$ cat src/rtl/pong_video_renderer_pkg.sv
// Shared timing defaults, object geometry and palette for the pong VGA renderer.
package pong_video_renderer_pkg;

  localparam int unsigned HVisibleDef = 640;
  localparam int unsigned HFrontDef   = 16;
  localparam int unsigned HSyncDef    = 96;
  localparam int unsigned HBackDef    = 48;
  localparam int unsigned VVisibleDef = 480;
  localparam int unsigned VFrontDef   = 10;
  localparam int unsigned VSyncDef    = 2;
  localparam int unsigned VBackDef    = 33;

  localparam int unsigned PadWidth    = 8;
  localparam int unsigned PadDistance = 16;
  localparam int unsigned PadHeight   = 64;
  localparam int unsigned BallSize    = 8;

  localparam logic [2:0] ColorBg   = 3'b000;
  localparam logic [2:0] ColorPad  = 3'b111;
  localparam logic [2:0] ColorBall = 3'b110;

  // 11-bit half-open span test; lo + len cannot overflow for 10-bit inputs.
  function automatic logic in_span(logic [10:0] p, logic [10:0] lo, logic [10:0] len);
    return (p >= lo) && (p < lo + len);
  endfunction

endpackage

$ cat src/rtl/pong_video_renderer_vga_timing.sv
// Raster counters for the VGA renderer: free-running h/v position, sync decode
// and visible flag, all combinational views of the counter state.
module pong_video_renderer_vga_timing
  import pong_video_renderer_pkg::*;
#(
  parameter int unsigned HVisible = HVisibleDef,
  parameter int unsigned HFront   = HFrontDef,
  parameter int unsigned HSync    = HSyncDef,
  parameter int unsigned HBack    = HBackDef,
  parameter int unsigned VVisible = VVisibleDef,
  parameter int unsigned VFront   = VFrontDef,
  parameter int unsigned VSync    = VSyncDef,
  parameter int unsigned VBack    = VBackDef
) (
  input  logic       clk_i,
  input  logic       rst_ni,
  output logic [9:0] hcnt_o,
  output logic [9:0] vcnt_o,
  output logic       hs_n_o,
  output logic       vs_n_o,
  output logic       visible_o
);

  localparam int unsigned HTotal = HVisible + HFront + HSync + HBack;
  localparam int unsigned VTotal = VVisible + VFront + VSync + VBack;

  logic [9:0] hcnt_q, hcnt_d;
  logic [9:0] vcnt_q, vcnt_d;

  always_comb begin
    hcnt_d = hcnt_q + 10'd1;
    vcnt_d = vcnt_q;
    if (hcnt_q == 10'(HTotal - 1)) begin
      hcnt_d = '0;
      vcnt_d = (vcnt_q == 10'(VTotal - 1)) ? '0 : vcnt_q + 10'd1;
    end
  end

  always_ff @(posedge clk_i) begin
    if (!rst_ni) begin
      hcnt_q <= '0;
      vcnt_q <= '0;
    end else begin
      hcnt_q <= hcnt_d;
      vcnt_q <= vcnt_d;
    end
  end

  assign hcnt_o    = hcnt_q;
  assign vcnt_o    = vcnt_q;
  assign hs_n_o    = !((hcnt_q >= 10'(HVisible + HFront)) &&
                       (hcnt_q < 10'(HVisible + HFront + HSync)));
  assign vs_n_o    = !((vcnt_q >= 10'(VVisible + VFront)) &&
                       (vcnt_q < 10'(VVisible + VFront + VSync)));
  assign visible_o = (hcnt_q < 10'(HVisible)) && (vcnt_q < 10'(VVisible));

endmodule

$ cat src/rtl/pong_video_renderer.sv
// Pong VGA renderer: snapshots game state at the start of vertical blanking and
// draws two pads and a ball, with every output registered one cycle after decode.
module pong_video_renderer
  import pong_video_renderer_pkg::*;
#(
  parameter int unsigned HVisible = HVisibleDef,
  parameter int unsigned HFront   = HFrontDef,
  parameter int unsigned HSync    = HSyncDef,
  parameter int unsigned HBack    = HBackDef,
  parameter int unsigned VVisible = VVisibleDef,
  parameter int unsigned VFront   = VFrontDef,
  parameter int unsigned VSync    = VSyncDef,
  parameter int unsigned VBack    = VBackDef
) (
  input  logic       clk_i,
  input  logic       rst_ni,
  input  logic [9:0] pad_left_i,
  input  logic [9:0] pad_right_i,
  input  logic [9:0] ball_x_i,
  input  logic [8:0] ball_y_i,
  output logic       hsync_o,
  output logic       vsync_o,
  output logic [2:0] rgb_o,
  output logic       frame_start_o
);

  logic [9:0] hcnt, vcnt;
  logic       hs_n, vs_n, visible;

  pong_video_renderer_vga_timing #(
    .HVisible (HVisible),
    .HFront   (HFront),
    .HSync    (HSync),
    .HBack    (HBack),
    .VVisible (VVisible),
    .VFront   (VFront),
    .VSync    (VSync),
    .VBack    (VBack)
  ) u_timing (
    .clk_i     (clk_i),
    .rst_ni    (rst_ni),
    .hcnt_o    (hcnt),
    .vcnt_o    (vcnt),
    .hs_n_o    (hs_n),
    .vs_n_o    (vs_n),
    .visible_o (visible)
  );

  logic [9:0] sp_l_q, sp_r_q, sb_x_q;
  logic [8:0] sb_y_q;
  logic       snap;
  logic       hsync_q, vsync_q, frame_start_q;
  logic [2:0] rgb_q, rgb_d;
  logic [10:0] x, y;
  logic       on_left, on_right, on_ball;

  assign snap = (hcnt == 10'd0) && (vcnt == 10'(VVisible));
  assign x    = {1'b0, hcnt};
  assign y    = {1'b0, vcnt};

  assign on_left  = in_span(x, 11'(PadDistance), 11'(PadWidth)) &&
                    in_span(y, {1'b0, sp_l_q}, 11'(PadHeight));
  assign on_right = in_span(x, 11'(HVisible - PadDistance - PadWidth), 11'(PadWidth)) &&
                    in_span(y, {1'b0, sp_r_q}, 11'(PadHeight));
  assign on_ball  = in_span(x, {1'b0, sb_x_q}, 11'(BallSize)) &&
                    in_span(y, {2'b00, sb_y_q}, 11'(BallSize));

  // Ball wins over pads; the visible gate clips anything past the raster edge.
  always_comb begin
    rgb_d = ColorBg;
    if (!visible) begin
      rgb_d = 3'b000;
    end else if (on_ball) begin
      rgb_d = ColorBall;
    end else if (on_left || on_right) begin
      rgb_d = ColorPad;
    end
  end

  always_ff @(posedge clk_i) begin
    if (!rst_ni) begin
      sp_l_q        <= '0;
      sp_r_q        <= '0;
      sb_x_q        <= '0;
      sb_y_q        <= '0;
      hsync_q       <= 1'b1;
      vsync_q       <= 1'b1;
      rgb_q         <= 3'b000;
      frame_start_q <= 1'b0;
    end else begin
      if (snap) begin
        sp_l_q <= pad_left_i;
        sp_r_q <= pad_right_i;
        sb_x_q <= ball_x_i;
        sb_y_q <= ball_y_i;
      end
      hsync_q       <= hs_n;
      vsync_q       <= vs_n;
      rgb_q         <= rgb_d;
      frame_start_q <= snap;
    end
  end

  assign hsync_o       = hsync_q;
  assign vsync_o       = vsync_q;
  assign rgb_o         = rgb_q;
  assign frame_start_o = frame_start_q;

endmodule
$ cat config.mk
export PLATFORM = sky130hd
export DESIGN_NAME = pong_video_renderer
export DESIGN_NICKNAME = d
export VERILOG_FILES = /design/src/rtl/pong_video_renderer_pkg.sv /design/src/rtl/pong_video_renderer_vga_timing.sv /design/src/rtl/pong_video_renderer.sv
export SDC_FILE = /design/constraint.sdc
export NUM_CORES = 1
export LEC_CHECK = 0
export CAP_MARGIN = 30
export CORE_ASPECT_RATIO = 1.75
export CORE_MARGIN = 3
export CORE_UTILIZATION = 55
export CTS_CLUSTER_DIAMETER = 30
export DETAILED_ROUTE_END_ITERATION = 8
export DONT_BUFFER_PORTS = 1
export PLACE_DENSITY = 0.81
export SLEW_MARGIN = 20
export SYNTH_ARGS = -nofsm -noshare
export SYNTH_HDL_FRONTEND = slang
export SYNTH_SLANG_ARGS = --single-unit
$ cat constraint.sdc
create_clock -name clk_i -period 2.2 [get_ports clk_i]
set_input_delay 0.55 -clock clk_i [delete_from_list [all_inputs] [get_ports clk_i]]
set_output_delay 0.55 -clock clk_i [all_outputs]
set_load 0.03 [all_outputs]
Yosys cells after proc, flatten, opt, wreduce, memory -nomap -nowiden
Cells that the tools add are included.
{"block": "word_totals", "ff_bits": 65, "latchBits": 0, "ramBits": 0, "mem_bits_ro": 0, "input_bits": 41, "out_inout_bits": 6, "elab_cells": 63, "n_memories": 0}
{"block": "op_classes", "n_addsub": 6, "n_mul": 0, "n_div": 0, "order_cmp": 18, "eq_ne": 3, "shift": 0, "muxes": 3, "n_bitwise": 2, "reduce_logical": 20}
{"operator": "< comparator 10 x 11 -> 1 bit", "n": 3}
{"operator": ">= comparator 10 bit", "n": 3}
{"operator": "< comparator 10 bit, second input constant", "n": 3}
{"operator": "adder 10 x 7 -> 11 bit, second input constant", "n": 2}
{"operator": "adder 10 x 1 -> 10 bit, second input constant", "n": 2}
{"operator": "equality test 10 bit, second input constant", "n": 2}
{"operator": ">= comparator 10 bit, second input constant", "n": 2}
{"operator": "< comparator 10 x 9 -> 1 bit, second input constant", "n": 2}
{"operator": "logical AND 1 bit", "n": 13}
{"operator": "adder 10 x 4 -> 11 bit, second input constant", "n": 1}
{"operator": "adder 9 x 4 -> 10 bit, second input constant", "n": 1}
{"operator": "equality test 10 x 9 -> 1 bit, second input constant", "n": 1}
{"operator": ">= comparator 10 x 5 -> 1 bit, second input constant", "n": 1}
{"operator": ">= comparator 10 x 9 -> 1 bit", "n": 1}
{"operator": ">= comparator 10 x 9 -> 1 bit, second input constant", "n": 1}
{"operator": "zero test 10 bit", "n": 1}
{"operator": "< comparator 10 bit", "n": 1}
{"operator": "< comparator 10 x 5 -> 1 bit, second input constant", "n": 1}
{"operator": "2-to-1 mux 10 bit", "n": 1}
{"operator": "2-to-1 mux 3 bit", "n": 2}
{"operator": "OR reduction 3 bit", "n": 1}
{"operator": "zero test 1 bit", "n": 2}
{"operator": "inverter 1 bit", "n": 2}
{"operator": "AND reduction 2 bit", "n": 1}
{"operator": "2 further kinds", "n": 2}

Logic depth before layout (Yosys ltp)
Gate-level depths: netlist of run 1.
{"block": "logic_depth", "word_depth": 7, "mapped_depth": 10, "ltp_nobuf": 10}

Hierarchy
From an unflattened synthesis of run 1, not the netlist that was laid out.
{"block": "hier_totals", "hier_cells": 492, "area_unflattened_um2": 4521.8}
{"mod": "pong_video_renderer", "n_inst": 1, "cells_per_inst": 377, "area_per_inst_um2": 3498.4, "seq_area_each_um2": 880.8}
{"mod": "pong_video_renderer_vga_timing", "n_inst": 1, "cells_per_inst": 115, "area_per_inst_um2": 1023.5, "seq_area_each_um2": 400.4}

Worst setup path before layout of run 1
No wires, ideal clock.
{"block": "synth_path", "path_type": "register to register", "start": "reg sb_x_q[5]", "end": "reg rgb_q[0], in the netlist rgb_o[0]", "setup_time_ns": 0.123, "arrival_time_ns": 2.312, "required_ns": 2.077, "setup_slack_ns": -0.235, "path_stages_with_launch": 11, "n_path_buf": 0, "period_less_slack_ns": 2.435, "path_cell_list": "dfxtp_1 -> and3_1 -> nand3_1 -> xnor2_1 -> ha_1 -> a21o_1 -> a21o_1 -> a2111oi_0 -> o311ai_0 -> a211o_1 -> nor3b_1"}
{"block": "synth_between", "elab_chain_len": 5, "word_cells_on_any_way": 6, "cone_classes": "add/sub (1); order compare (2); reduce/logical (3)"}
{"element": "start: declaration", "line_no": "pong_video_renderer.sv:49", "text": "logic [9:0] sp_l_q, sp_r_q, sb_x_q;"}
{"element": "start signal: assignment", "line_no": "pong_video_renderer.sv:94", "text": "sb_x_q <= ball_x_i;"}
{"element": "adder 10 x 4 -> 11 bit", "line_no": "pong_video_renderer_pkg.sv:24", "text": "return (p >= lo) && (p < lo + len);"}
{"element": "< comparator 10 x 11 -> 1 bit", "line_no": "pong_video_renderer_pkg.sv:24"}
{"element": "logical AND 1 bit (*)", "line_no": "pong_video_renderer_pkg.sv:24"}
{"element": "logical AND 1 bit (*)", "line_no": "pong_video_renderer.sv:65", "text": "assign on_ball = in_span(x, {1'b0, sb_x_q}, 11'(BallSize)) &&"}
{"element": "OR reduction 3 bit (no source line) (*)"}
{"element": "end signal: assignment", "line_no": "pong_video_renderer.sv:99", "text": "rgb_q <= rgb_d;"}
{"element": "end: declaration", "line_no": "pong_video_renderer.sv:53", "text": "logic [2:0] rgb_q, rgb_d;"}
Mark *: on every way between the ends. The rest lies on a longest branch, timed or not.
A chain may end at the register's enable or synchronous reset.

Worst setup path in the final report of run 1
{"block": "layout_path", "start": "reg sb_x_q[4]", "end": "reg rgb_q[0], in the netlist rgb_o[0]"}
Same word-level chain as after synthesis.

==> results of run 1 <==
## stage by stage
stage / setup TNS, ns / power, mW / hold WS [ns]
CTS: -0.264 / 2.70 / 0.328
global route: -0.337 / 2.76 / 0.328
global placement: -0.208 / 1.27 / 0.442
detailed placement: -0.338 / 1.27 / 0.446
finish: -0.139 / 2.68 / 0.334
floorplan: -0.113 / 1.27 / 0.435
## power groups by stage
| stage | sequential [mW] | clock [mW] | combinational, mW |
|---|---|---|---|
| after global routing | 1.18 | 1.50 | 0.0748 |
| after global placement | 1.21 | 0 | 0.0643 |
| final | 1.18 | 1.43 | 0.0682 |
| after CTS | 1.18 | 1.45 | 0.0673 |
| after detailed placement | 1.21 | 0 | 0.0662 |
| after floorplan | 1.20 | 0 | 0.0638 |
## repair_timing
item	4_1_cts	5_1_grt
setup endpoints to repair	4	7
gates cloned	1	0
resized for setup	3	5
buffers inserted	1	0
hold endpoints to repair	0	0
hold buffers	0	0
pin swaps	7	4
## registers in the layout, indices dropped and copies added, names as in the netlist
| signal | flops |
|---|---|
| sb_y_q | 9 |
| sp_r_q | 10 |
| u_timing.vcnt_o | 10 |
| u_timing.hcnt_o | 10 |
| sp_l_q | 10 |
| sb_x_q | 10 |
| rgb_o | 2 |
| frame_start_o | 1 |
| hsync_o | 1 |
| vsync_o | 1 |
## cell type report
cell class                      instances  share of cell area
Tap cell                               88              0.0216
Inverter                               52              0.0383
Sequential cell                        64               0.254
Clock inverter                          3             0.00836
Multi-Input combinational cell        404               0.571
Timing Repair Buffer                   37              0.0570
Clock buffer                           12              0.0504
## kinds of logic (layout without fill, tap and decap cells)
family,Yosys count,count (layout),synth area share
DFF,64,64,0.293
AOI/OAI and AO/OA,114,114,0.179
xor gates and xnor gates,27,27,0.0540
adders and majority gates,69,69,0.197
and+or+nand+nor,193,194,0.211
buffers and inverters,70,104,0.0660
## metal layers
metal	vias to the layer above	wire, um
met4	0	665
met2	114	5850
met5	-	0
li1	1926	-
met3	52	522
met1	1861	4030
## Yosys cell counts (2+ instances only)
library cell,count,area (um2)
a2111oi_0,2,17.5
a211o_1,4,35.0
a211oi_1,6,45.0
a21boi_0,26,195
a21boi_1,14,105
a21o_1,10,75.1
a21oi_1,17,85.1
a32oi_1,2,17.5
a41oi_1,2,17.5
and2_1,5,31.3
and3_1,7,43.8
and4_1,3,26.3
buf_2,6,30.0
buf_6,2,22.5
clkbuf_1,9,33.8
dfxtp_1,64,1280
ha_1,69,863
inv_1,52,195
nand2_1,91,342
nand2b_1,6,37.5
nand3_1,21,105
nand4_1,10,62.6
nand4b_1,2,17.5
nor2_1,21,78.8
nor2b_1,8,50.1
nor3_1,8,40.0
nor4b_1,2,17.5
o211ai_1,4,30.0
o21a_1,2,15.0
o21ai_0,19,95.1
o311ai_0,2,17.5
or3_1,4,25.0
or4_4,2,22.5
xnor2_1,17,149
xor2_1,10,87.6
## worst max path at each step
stage | start | to | cells past startpoint
floorplan | sb_x_q[5] | rgb_o[0] | 10
global placement | sb_x_q[4] | rgb_o[0] | 10
detailed placement | sb_y_q[3] | rgb_o[0] | 10
CTS | sb_y_q[3] | rgb_o[0] | 10
global route | sb_x_q[4] | rgb_o[0] | 10
finish | sb_x_q[4] | rgb_o[0] | 10
## critical path, stage by stage, from the launching register on
cell and delay [ns]:
dfxtp_2 0.34, and3_4 0.19, nand3_2 0.08, xnor2_1 0.13, ha_1 0.30, a21o_1 0.16
a21o_1 0.18, a2111oi_4 0.28, o311ai_1 0.13, a211o_1 0.26, nor3b_1 0.14
==> summary.txt, run 1 <==
Status
  – Status: finished with violations
  – Failing checks: negative setup slack

CTS
  – CTS Sinks: 64
  – CTS Buf Count: 9
  – TritonCTS clock tree: built
  – Htree depth: 3
  – Maximum clock path buffer count: 2
  – Worst-path clk slew: 0.05 ns
  – Clock Latency Late Sink: 0.34 ns
  – Root Buffer: clkbuf_16

Detailed routing
  – Drc violations: 0
  – Vias after detailed routing: 3953
  – Final WL: roughly 11 mm
  – Pre-antenna DRT Iters: 4
  – Detail Route Antenna Nets: 0
  – Post-DR wirelength/cell: approximately 17 um
  – Initial DRC count: ~210
  – Vias/cell: 5.99

Cells and area
  – Final #Nets: just under 700
  – Cell Count, Final, Fillers Out: 660
  – Leading cell type in the layout, fill and taps excluded: nand2_1
  – FF+latch area: between 0.001 and 0.0015 mm2
  – Fraction of layout cells with a size suffix above 1: 0.124
  – Area delta synth->final: 16.2%
  – Commonest non-fill, non-tap cells in the layout: 90 x nand2_1, 67 x ha_1, 58 x dfxtp_1
  – Number of diodes: 0
  – Layout fillers: 637
  – Final Cell Area: ~0.005 mm2
  – Area of the multi-input gates: between 0.002 and 0.003 mm2
  – Core Util, Final: 0.663

Synth
  – Synth Area per Inst: 8.15 um2
  – Ys flop type: dfxtp_1
  – YS warnings: 0
  – Sequential area share after synthesis: 0.293
  – Synth Register Bits: 64
  – Async set-reset flop share out of synthesis: 0
  – Synth cell types: 43
  – Synth Net Count: 647
  – Mapped Area: 0.00438 mm2
  – EDFF count, synth: 0
  – Syn Inst Count: between 500 and 600

Setup path
  – CP max FO: 4
  – Worst EP required: 2.42 ns
  – Reg-to-Reg End: rgb_o[0]
  – Arrival time at the worst endpoint: 2.52 ns
  – R2r setup slk: -0.11 ns
  – Reg2reg start: sb_x_q[4]
  – CP endpoint kind: flip-flop
  – Worst setup path class: flip-flop to flip-flop
  – R2R cell count: 10
  – Startpoint types: flip-flop

Power
  – Internal power: 2.13 mW
  – Seq pwr share: 0.441
  – P_leak: 2.06 nW
  – Sw frac: 0.206
  – Clock share of power: 0.533
  – Power per Cell Area: 527 mW/mm2
  – Max IR drop VDD: ~0.5 mV
  – Switch Pwr: ~0.55 mW
  – Comb pwr share: 0.025

Placed design
  – RePlAce Congestion: 0.874
  – Place WS: -0.198 ns
  – Placed Instances: 643
  – Dpl hpwl: 8.12 mm
  – Number of I/O port buffers: 0
  – Post-place instance area: about 0.0047 mm2

Global routing
  – GR Util met2: 0.470
  – Met3 usage: 0.0598
  – Largest net degree at the start of global routing: 50
  – Total gr overflow: 0
  – First-pass GRT wire length: between 15 and 20 mm
  – Gr busiest metal: met2
  – Initial antenna violation count: 0
  – GRT Util Overall: 0.255
  – GRT met1 Usage: 0.246
  – Vias in the first global route: 3979

Floorplan
  – FP Rows: 42
  – Core ar.: 0.00767 mm2
  – Die height: 124 um
  – Chip width: 73.5 um
  – Ports: 47
  – Die area: 0.00911 mm2
  – Initial core utilization: 0.571

Hold path
  – Hold Crit Start: rst_ni
  – Hold Path End: u_timing.hcnt_o[2]
  – WHS Path Cells: 1
  – HP Class: input port to flip-flop

STA
  – Least-Margin Pin Slew: 0.618 ns
  – Final hold violations: 0
  – Unrepaired setup endpoints after global routing: true
  – Tmin final: 2.31 ns
  – Clock Skew: 0.00617 ns
  – Final Max Tran Viols: 0
  – Final period util: 1.05
  – Final worst setup slack: -0.106 ns
  – Setup violators final: 2
  – Achievable Freq: 0.434 GHz
  – Max-slew headroom: 0.587

Flow run
  – Max_cap viols: 0
Power figures use the tool's default switching activity.
==> run 2: changes to the inputs <==
ABC_AREA = 1   (was unset)
==> run 2 against run 1 <==
Effect of this change: the flow now finishes without violations; area after synthesis increased by 5.3%; clock power fell by 6%; sequential cell count is the same; sequential power about the same; setup slack better by 0.28 ns; count of clock-buffer cells in the layout grew 1; global-route usage decreased by 0.43 points; die area rose by 5.0%; via count rose by 8.6%; final cell count increased by 13%; sequential share of layout area grew 0.24 points.
==> summary.txt, run 2 <==
Synth
  – Synth cell types: 31 (was 43)
  – Async set-reset flop share out of synthesis: 0 (unchanged)
  – Synth Net Count: 757 (was 647)
  – Ys flop type: dfxtp_1 (unchanged)
  – Syn Inst Count: 647 (was 537)
  – EDFF count, synth: 0 (unchanged)
  – Synth Register Bits: 64 (unchanged)
  – Most frequent cell after synthesis: nand2_1 (unchanged)
  – Mapped Area: 0.00461 mm2 (was 0.00438 mm2)
  – Sequential area share after synthesis: 0.278 (was 0.293)
  – Most frequent cells after synthesis: 118 x nand2_1, 102 x inv_1, 101 x nor2_1 (was 91 x nand2_1, 69 x ha_1, 64 x dfxtp_1)
  – Largest cells by area after synthesis: dfxtp_1 28%, ha_1 19%, nand2_1 9.6% (was dfxtp_1 29%, ha_1 20%, nand2_1 7.8%)
  – Synth Area per Inst: 7.13 um2 (was 8.15 um2)
  – YS warnings: 0 (unchanged)
  – Top cell type's share of synthesized area: 0.278 (was 0.293)
  – Post-synth top area cell: dfxtp_1 (unchanged)

STA
  – Least-Margin Pin Slew: 0.605 ns (was 0.618 ns)
  – Final period util: 0.920 (was 1.05)
  – Achievable Freq: 0.494 GHz (was 0.434 GHz)
  – Setup violators final: 0 (was 2)
  – Max-slew headroom: 0.596 (was 0.587)
  – WHS: 0.354 ns (was 0.334 ns)
  – Final hold violations: 0 (unchanged)
  – Unrepaired setup endpoints after global routing: false (was true)
  – Final Max Tran Viols: 0 (unchanged)
  – Tmin final: 2.02 ns (was 2.31 ns)
  – Clock Skew: 0.00422 ns (was 0.00617 ns)
  – Setup_tns: 0 ns (was -0.139 ns)

Floorplan
  – Ports: 47 (unchanged)
  – Initial core utilization: 0.571 (about the same)
  – Die height: 127 um (was 124 um)
  – FP Rows: 43 (was 42)
  – Chip width: 75.2 um (was 73.5 um)
  – Core ar.: 0.00807 mm2 (was 0.00767 mm2)
  – Die area: 0.00956 mm2 (was 0.00911 mm2)

CTS
  – Post-CTS Hold Fix Bufs: 0 (unchanged)
  – Root Buffer: clkbuf_16 (unchanged)
  – CTS Buf Count: 9 (unchanged)
  – CTS Sinks: 64 (unchanged)
  – PostCTS Resize Cnt: 0 (was 3)
  – Postcts setup bufs: 0 (was 1)
  – Maximum clock path buffer count: 2 (unchanged)
  – Clock Latency Late Sink: 0.34 ns (about the same)
  – Worst-path clk slew: 0.05 ns (about the same)
  – TritonCTS clock tree: built (unchanged)
  – Htree depth: 3 (unchanged)

Setup path
  – R2r setup slk: 0.18 ns (was -0.11 ns)
  – Reg-to-Reg End: rgb_o[1] (was rgb_o[0])
  – Arrival time at the worst endpoint: 2.30 ns (was 2.52 ns)
  – CP max FO: 3 (was 4)
  – Crit path cell chain: inv_1 -> nor2_2 -> nand3_1 -> xor2_1 -> ha_1 -> a21o_1 -> nand3_1 -> nand2_1 -> nor2_1 -> nand3_1 -> nor2_1 -> nor2_1 -> nor2_1 (was and3_4 -> nand3_2 -> xnor2_1 -> ha_1 -> a21o_1 -> a21o_1 -> a2111oi_4 -> o311ai_1 -> a211o_1 -> nor3b_1)
  – Reg2reg start: sb_x_q[3] (was sb_x_q[4])
  – Critical Path End: rgb_o[1] (was rgb_o[0])
  – CP endpoint kind: flip-flop (unchanged)
  – Launch point of the worst path: sb_x_q[3] (was sb_x_q[4])
  – Slowest CP cell: dfxtp_1 (was dfxtp_2)
  – Crit-path max cell delay: 0.36 ns (was 0.34 ns)
  – R2R cell count: 13 (was 10)
  – Worst EP required: 2.47 ns (was 2.42 ns)
  – CP most frequent cell: nor2_1 (was a21o_1)
  – Worst setup path class: flip-flop to flip-flop (unchanged)
  – Startpoint types: flip-flop (unchanged)

Detailed routing
  – Vias after detailed routing: 4293 (was 3953)
  – Final WL: 11.3 mm (was 11.1 mm)
  – Drc violations: 0 (unchanged)
  – Detail Route Antenna Nets: 0 (unchanged)
  – Post-DR wirelength/cell: 15.1 um (was 16.8 um)
  – Pre-antenna DRT Iters: 4 (unchanged)
  – Initial DRC count: 198 (was 205)
  – Vias/cell: 5.75 (was 5.99)

Cells and area
  – Leading cell type in the layout, fill and taps excluded: nand2_1 (unchanged)
  – Commonest non-fill, non-tap cells in the layout: 118 x nand2_1, 102 x inv_1, 100 x nor2_1 (was 90 x nand2_1, 67 x ha_1, 58 x dfxtp_1)
  – Final #Nets: 761 (was 678)
  – Final Cell Area: 0.00501 mm2 (was 0.00509 mm2)
  – Number of diodes: 0 (unchanged)
  – Cell Count, Final, Fillers Out: 746 (was 660)
  – Layout fillers: 740 (was 637)
  – Fraction of layout cells with a size suffix above 1: 0.0640 (was 0.124)
  – Area delta synth->final: 8.60% (was 16.2%)

Global routing
  – Largest net degree at the start of global routing: 64 (was 50)
  – GRT Util Overall: 0.250 (was 0.255)
  – Total gr overflow: 0 (unchanged)
  – Vias in the first global route: 4241 (was 3979)
  – Initial antenna violation count: 0 (unchanged)
  – First-pass GRT wire length: 18.5 mm (was 17.8 mm)

Power
  – Power per Cell Area: 522 mW/mm2 (was 527 mW/mm2)
  – P_leak: 2.36 nW (was 2.06 nW)
  – Max IR drop VDD: 0.382 mV (was 0.500 mV)
  – Pwr Total: 2.61 mW (was 2.68 mW)

Hold path
  – HP Class: input port to flip-flop (unchanged)

Flow run
  – Max_cap viols: 0 (unchanged)

Placed design
  – Placed Instances: 730 (was 643)
  – RePlAce Congestion: 0.928 (was 0.874)
  – Dpl hpwl: 8.46 mm (was 8.12 mm)
  – Number of I/O port buffers: 0 (unchanged)
  – Post-place instance area: 0.00472 mm2 (was 0.00473 mm2)

Status
  – Status: finished clean (was finished with violations)
run 2: cell types whose count changed in the layout (fill, tap and decap cells not counted), moves of 11 or more:
cell	previous run	this run
nand2_1	90	118
inv_1	52	102
a21boi_1	14	0
a21oi_1	15	30
nand3_1	20	38
a21boi_0	26	0
buf_4	36	7
a211oi_1	6	31
xnor2_1	17	6
nor2_1	21	100
run 2: cells by family (layout without fill, tap and decap cells):
logic type / after synthesis / after routing / share of synthesized area
flops: 64 / 64 / 0.278
compound gates: 88 / 88 / 0.132
xor+xnor: 18 / 18 / 0.0342
fa+ha+maj: 69 / 69 / 0.187
simple gates: 288 / 288 / 0.266
buf+inv: 120 / 129 / 0.103
run 2: area by class of cell:
| cell class | count | area, um2 | area share |
|---|---|---|---|
| Clock buffer | 13 | 270 | 0.0540 |
| Sequential cell | 64 | 1280 | 0.256 |
| Inverter | 105 | 394 | 0.0787 |
| Multi-Input combinational cell | 463 | 2860 | 0.571 |
| Clock inverter | 3 | 15.0 | 0.00300 |
| Tap cell | 90 | 113 | 0.0225 |
| Timing Repair Buffer | 8 | 72.6 | 0.0145 |
run 2: critical path, delay by kind of cell (launching register included):
family                     cells  cell delay [ns]
and+or+nand+nor                9             0.87
buffers and inverters          1             0.10
xor gates and xnor gates       1             0.16
DFF                            1             0.36
AOI/OAI and AO/OA              1             0.18
adders and majority gates      1             0.30
run 2: worst min path at each step:
stage,startpoint,to,slack (ns),depth (start not counted)
after floorplan,u_timing.hcnt_o[0],u_timing.hcnt_o[0],0.42,1
after global placement,u_timing.hcnt_o[0],u_timing.hcnt_o[0],0.43,1
after detailed placement,u_timing.hcnt_o[0],u_timing.hcnt_o[0],0.45,1
after CTS,rst_ni,vsync_o,0.35,1
after global routing,rst_ni,vsync_o,0.36,1
final,rst_ni,vsync_o,0.35,1
run 2: per-stage QoR:
step,setup WS [ns],utilization
finish,0.175,0.621
global route,0.0267,0.621
CTS,0.133,0.620
detailed placement,0.145,0.584
global placement,0.255,0.584
floorplan,0.383,-
run 2: power by group:
| part | internal (mW) | switching (mW) |
|---|---|---|
| Clock | 0.848 | 0.499 |
| Sequential | 1.17 | 0.0177 |
| Combinational | 0.0254 | 0.0552 |
| Total | 2.04 | 0.572 |
run 2: per-layer routing:
metal / track usage / wire (um) / up-vias
met5: 0 / 0 / -
met4: 0.135 / 515 / 0
met3: 0.0488 / 470 / 50
met2: 0.458 / 6120 / 116
met1: 0.254 / 4190 / 1982
li1: - / - / 2145
==> run 3: changes to the inputs <==
SKIP_CTS_REPAIR_TIMING = 1   (was unset)
==> results of run 3 <==
No change in the layout: final DEF, timing and power equal those of run 2.
